## src/rtl/pc_fetch_sequencer.sv

```systemverilog
// pc_fetch_sequencer
// Owns the architectural PC of the RV32 core and sequences instruction fetch:
// one outstanding request at a time on a valid/ready request channel, a
// valid-only response channel, and a single-entry holding register for decode.
// Execute redirects move the PC and cancel any in-flight or held fetch. A
// misaligned redirect target parks the sequencer in a sticky fault state that
// only reset clears.
//
// Ports:
//   clk              clock, all state updates on the rising edge
//   reset            synchronous, active-high reset
//   redirect_valid   execute requests a PC change
//   redirect_target  new PC (ALU result)
//   imem_req_valid   fetch request valid
//   imem_req_addr    fetch address (always the current PC)
//   imem_req_ready   memory accepts the request
//   imem_rsp_valid   response data valid
//   imem_rsp_data    fetched instruction word
//   instr_valid      instruction available to decode
//   instr            held instruction
//   instr_pc         PC of the held instruction
//   instr_ready      decode consumes the instruction
//   fetch_fault      sticky misaligned-target fault
//   fault_addr       offending redirect target
module pc_fetch_sequencer #(
    parameter int unsigned     XLEN         = 32,
    parameter logic [XLEN-1:0] RESET_VECTOR = '0
) (
    input  logic            clk,
    input  logic            reset,
    input  logic            redirect_valid,
    input  logic [XLEN-1:0] redirect_target,
    output logic            imem_req_valid,
    output logic [XLEN-1:0] imem_req_addr,
    input  logic            imem_req_ready,
    input  logic            imem_rsp_valid,
    input  logic [31:0]     imem_rsp_data,
    output logic            instr_valid,
    output logic [31:0]     instr,
    output logic [XLEN-1:0] instr_pc,
    input  logic            instr_ready,
    output logic            fetch_fault,
    output logic [XLEN-1:0] fault_addr
);

    typedef enum logic [2:0] {
        StReq     = 3'd0,
        StWaitRsp = 3'd1,
        StDrop    = 3'd2,
        StHold    = 3'd3,
        StFault   = 3'd4
    } state_e;

    state_e          r_state;
    logic [XLEN-1:0] r_pc;
    logic [31:0]     r_instr;
    logic [XLEN-1:0] r_instr_pc;
    logic            r_fault;
    logic [XLEN-1:0] r_fault_addr;

    logic            w_redir_ok;
    logic            w_redir_bad;
    logic            w_req_hs;

    assign w_redir_ok  = redirect_valid && (redirect_target[1:0] == 2'b00);
    assign w_redir_bad = redirect_valid && (redirect_target[1:0] != 2'b00);
    assign w_req_hs    = imem_req_ready;  // request valid is implied by being in StReq

    always_ff @(posedge clk) begin
        if (reset) begin
            r_state      <= StReq;
            r_pc         <= RESET_VECTOR;
            r_instr      <= '0;
            r_instr_pc   <= '0;
            r_fault      <= 1'b0;
            r_fault_addr <= '0;
        end else if (r_state != StFault && w_redir_bad) begin
            // Misaligned target wins over everything; pc is left untouched.
            r_state      <= StFault;
            r_fault      <= 1'b1;
            r_fault_addr <= redirect_target;
        end else begin
            unique case (r_state)
                StReq: begin
                    if (w_redir_ok) begin
                        r_pc <= redirect_target;
                        // A request accepted on the old address leaves a stale response.
                        if (w_req_hs) r_state <= StDrop;
                    end else if (w_req_hs) begin
                        r_state <= StWaitRsp;
                    end
                end
                StWaitRsp: begin
                    if (w_redir_ok) begin
                        r_pc    <= redirect_target;
                        r_state <= imem_rsp_valid ? StReq : StDrop;
                    end else if (imem_rsp_valid) begin
                        r_instr    <= imem_rsp_data;
                        r_instr_pc <= r_pc;
                        r_pc       <= r_pc + XLEN'(4);
                        r_state    <= StHold;
                    end
                end
                StDrop: begin
                    if (w_redir_ok) r_pc <= redirect_target;
                    if (imem_rsp_valid) r_state <= StReq;
                end
                StHold: begin
                    if (w_redir_ok) begin
                        // Held instruction is on the wrong path; discard it.
                        r_pc    <= redirect_target;
                        r_state <= StReq;
                    end else if (instr_ready) begin
                        r_state <= StReq;
                    end
                end
                StFault: begin
                    r_state <= StFault;
                end
                default: begin
                    r_state <= StReq;
                end
            endcase
        end
    end

    // Gated by reset so nothing is presented while reset is held.
    assign imem_req_valid = (r_state == StReq) && !reset;
    assign instr_valid    = (r_state == StHold) && !reset;
    assign imem_req_addr  = r_pc;
    assign instr          = r_instr;
    assign instr_pc       = r_instr_pc;
    assign fetch_fault    = r_fault;
    assign fault_addr     = r_fault_addr;

endmodule

```

## config.mk

```make
export PLATFORM = sky130hd
export DESIGN_NAME = pc_fetch_sequencer
export DESIGN_NICKNAME = d
export VERILOG_FILES = /design/src/rtl/pc_fetch_sequencer.sv
export SDC_FILE = /design/constraint.sdc
export NUM_CORES = 1
export LEC_CHECK = 0
export BUFFER_PORTS_ARGS = -buffer_cell sky130_fd_sc_hd__buf_4
export CELL_PAD_IN_SITES_DETAIL_PLACEMENT = 1
export CELL_PAD_IN_SITES_GLOBAL_PLACEMENT = 1
export CORE_MARGIN = 4
export CORE_UTILIZATION = 31
export DETAILED_ROUTE_END_ITERATION = 8
export PLACE_DENSITY_LB_ADDON = 0.1
export SLEW_MARGIN = 20
export SYNTH_ARGS = -nofsm -noshare
export SYNTH_HDL_FRONTEND = slang
export SYNTH_SLANG_ARGS = --single-unit
```

## constraint.sdc

```tcl
create_clock -name clk -period 2.2 [get_ports clk]
set_clock_uncertainty 0.15 [all_clocks]
set_input_delay 0.33 -clock clk [delete_from_list [all_inputs] [get_ports clk]]
set_output_delay 0.33 -clock clk [all_outputs]
set_load 0.05 [all_outputs]
```

==> results.sh <==
export IMPL_nets=1022
export IMPL_place_gp_congestion=0.824
export IMPL_hold_start="imem_rsp_data[13]"
export IMPL_vias_per_cell=5.10
export IMPL_detail_route_wl_per_cell_um=17.9
export IMPL_crit_path_end_kind="register"
export IMPL_status="finished clean"
export IMPL_antenna_found_initial=0
export IMPL_worstSetupPathType="register to register"
export IMPL_cts_buffer_depth=2
export IMPL_die_h_um=142
export IMPL_grt_use_met3=0.0580
export IMPL_cts_clk_slew_worst_paths_ps=60
export IMPL_ant_nets=0
export IMPL_fin_area_mm2=0.00839
export IMPL_hold_viol=0
export IMPL_n_fill_cell=2121
export IMPL_seq_area_frac_synth=0.477
export IMPL_p_sw_w=0.00177
export IMPL_setup_viol=0
export IMPL_root_buffer="clkbuf_16"
export IMPL_ys_types=52
export IMPL_synth_edff_count=0
export IMPL_worst_r2r_setup_slack_ps=60
export IMPL_power_density_mw_per_mm2=784
export IMPL_arrival_ps=2340
export IMPL_grt_use_met1=0.269
export IMPL_cap_violations=0
export IMPL_numCtsBuffers=17
export IMPL_dp_cells=1144
export IMPL_dr_total_vias=6069
export IMPL_critical_path_startpoint="imem_req_addr[4]$_SDFFE_PP0P_"
export IMPL_tightest_slew_ps=905
export IMPL_max_stage_delay_ps=620
export IMPL_cts_tree="yes"
export IMPL_clkLatencyLatePin_ps=420
export IMPL_drc_errors=0
export IMPL_crit_chain="nand2_1 > or4_4 > nor3_4 > mux2_2 > a21oi_1"
export IMPL_critPathSlowestCell="or4_4"
export IMPL_grt_ovfl_total=0
export IMPL_grt_pass1_vias=6459
export IMPL_io_pins=201
export IMPL_die_area_mm2=0.0201
export IMPL_ys_ff_latch=132
export IMPL_seq_power_share=0.384
export IMPL_firstDrtPassIters=4
export IMPL_initial_utilization=0.318
export IMPL_antenna_cells=0
export IMPL_final_cell_mix="buf_4, nand2_1, a21oi_1"
export IMPL_final_util=0.482
export IMPL_synthToLayoutAreaGrowth_pct=51.4
export IMPL_period_share=0.972
export IMPL_p_int_w=0.00481
export IMPL_syn_inst=726
export IMPL_sw_frac_of_total=0.269
export IMPL_use_met2=0.361
export IMPL_p_leak_nw=3.37
export IMPL_cts_htree_levels=4
export IMPL_min_path_cells=3
export IMPL_hpwl_um=15600
export IMPL_avgSynthCellArea_um2=7.63
export IMPL_grt_max_degree=67
export IMPL_post_cts_repair_setup_buffers=0
export IMPL_drive_above_1_share=0.329
export IMPL_r2r_end="imem_req_addr[29]$_SDFFE_PP0P_"
export IMPL_path_max_fanout=8
export IMPL_yosys_most_used_dff="dfxtp_1"
export IMPL_p_comb_frac=0.148
export IMPL_grt_usage=0.212
export IMPL_grt_busiest_layer="met2"
export IMPL_worstReg2RegStart="imem_req_addr[4]$_SDFFE_PP0P_"
export IMPL_holdPathEnd="instr[13]$_SDFFE_PP0P_"
export IMPL_drt_iter0_markers=287
export IMPL_ir_worst_vdd_mv=0.529
export IMPL_slew_headroom=0.395
export IMPL_grt_pass1_wl_um=34000
export IMPL_die_w_um=142
export IMPL_synthesis_area_mm2=0.00554
export IMPL_report_final_slew_viol_count=0
export IMPL_placed_area_mm2=0.00760
export IMPL_portBuffers=200
export IMPL_routed_wl_um=21300
export IMPL_rsz0062_at_grt="no"
export IMPL_synth_nets=797
export IMPL_num_rows=48
export IMPL_final_cells=1189
export IMPL_min_period_ps=2140
export IMPL_synth_async_reset_ratio=0
export IMPL_final_common_cell="buf_4"
export IMPL_max_freq_mhz=468
export IMPL_cts_sinks=132
export IMPL_ys_warn_count=0
export IMPL_coreArea_mm2=0.0174
export IMPL_worstPathRequired_ps=2400
export IMPL_hold_path_class="input port to register"
export IMPL_power_share_clock=0.468
export IMPL_reg2reg_depth=5
export IMPL_cp_start_kind="register"
-- how the worst max path moves through the flow --
| stage | slack, ps | cells past startpoint | end |
|---|---|---|---|
| final | 60 | 5 | imem_req_addr[29]$_SDFFE_PP0P_ |
| after global routing | 20 | 5 | imem_req_addr[29]$_SDFFE_PP0P_ |
| after detailed placement | -60 | 6 | imem_req_addr[26]$_SDFFE_PP0P_ |
| after floorplan | -40 | 4 | imem_req_valid |
| after CTS | 50 | 5 | imem_req_addr[31]$_SDFFE_PP0P_ |
| after global placement | 20 | 8 | imem_req_addr[15]$_SDFFE_PP0P_ |
-- area by class of cell --
| cell class | count | area [µm²] | share of cell area |
|---|---|---|---|
| clock buffers | 21 | 470 | 0.0561 |
| flip-flops and latches | 132 | 2670 | 0.318 |
| repair buffers | 263 | 2060 | 0.246 |
| well taps | 225 | 282 | 0.0336 |
| clock inverters | 11 | 173 | 0.0206 |
| inverters | 2 | 7.51 | 0.000895 |
| multi-input cells | 535 | 2730 | 0.325 |
-- critical path, delay by kind of cell (launching register included) --
kind | cells | cell delay, ps
DFF | 1 | 430
AOI/OAI and AO/OA | 1 | 140
and+or+nand+nor | 3 | 970
muxes | 1 | 370
-- state kept, by name, indices dropped and copies added (netlist names) --
register       cells
instr             32
fault_addr        32
fetch_fault        1
instr_pc          32
imem_req_addr     32
r_state            3
-- cell usage after synthesis (2+ instances only) --
cell type / n / area, µm²
nand2_1: 229 / 860
dfxtp_1: 132 / 2640
a21oi_1: 122 / 611
clkbuf_1: 46 / 173
o21ai_0: 25 / 125
nor2_1: 24 / 90.1
nand3_1: 15 / 75.1
nor3_1: 13 / 65.1
or3_1: 9 / 56.3
and2_1: 8 / 50.1
a211oi_1: 7 / 52.6
a21o_1: 7 / 52.6
a31oi_1: 6 / 37.5
nor4_1: 6 / 37.5
and3_1: 5 / 31.3
buf_1: 5 / 18.8
buf_2: 5 / 25.0
mux2_2: 5 / 56.3
nand4_1: 5 / 31.3
o31ai_1: 5 / 37.5
a31o_2: 4 / 35.0
nand2b_1: 4 / 25.0
a22oi_1: 3 / 22.5
o21a_1: 3 / 22.5
a32o_1: 2 / 20.0
and4_1: 2 / 17.5
inv_1: 2 / 7.51
nand3b_1: 2 / 15.0
nor2b_1: 2 / 12.5
-- stage by stage --
stage / hold WS, ps / TNS [ps] / setup slack [ps] / total power (W)
floorplan: 316 / -41.9 / -41.9 / 0.00311
global placement: 294 / 0 / 19.6 / 0.00351
detailed placement: 299 / -102 / -57.4 / 0.00353
CTS: 0.232 / 0 / 54.5 / 0.00666
global route: 1.21 / 0 / 22.0 / 0.00687
finish: 12.6 / 0 / 62.0 / 0.00658
-- power groups by stage --
stage	Clock, W	Sequential, W	Combinational [W]
4_1_cts	0.00315	0.00252	0.000981
3_5_place_dp	0	0.00258	0.000959
5_1_grt	0.00328	0.00253	0.00105
6_report	0.00308	0.00252	0.000973
2_1_floorplan	0	0.00281	0.000300
3_3_place_gp	0	0.00257	0.000937
-- what timing repair did --
item | 4_1_cts | 5_1_grt
pin swaps | 0 | 1
endpoints found under the hold margin | 12 | 1
setup endpoints to repair | 2 | 4
gates resized for setup | 1 | 3
hold buffers | 12 | 1
-- routing by layer --
layer	routed length [µm]	vias up
met5	0	-
met4	190	0
met3	1260	18
met2	10600	161
met1	9200	2958
li1	-	2932
-- logic make-up (layout without fill, tap and decap cells) --
family / count (synthesis) / in the layout / synth area share
AOI/OAI and AO/OA: 194 / 194 / 0.199
xor gates and xnor gates: 1 / 1 / 0.00158
adders and majority gates: 1 / 1 / 0.00226
buffers and inverters: 59 / 297 / 0.0425
DFF: 132 / 132 / 0.477
muxes: 6 / 6 / 0.0120
and+or+nand+nor: 333 / 333 / 0.265
Note: power is estimated with default switching activity, not from simulation.
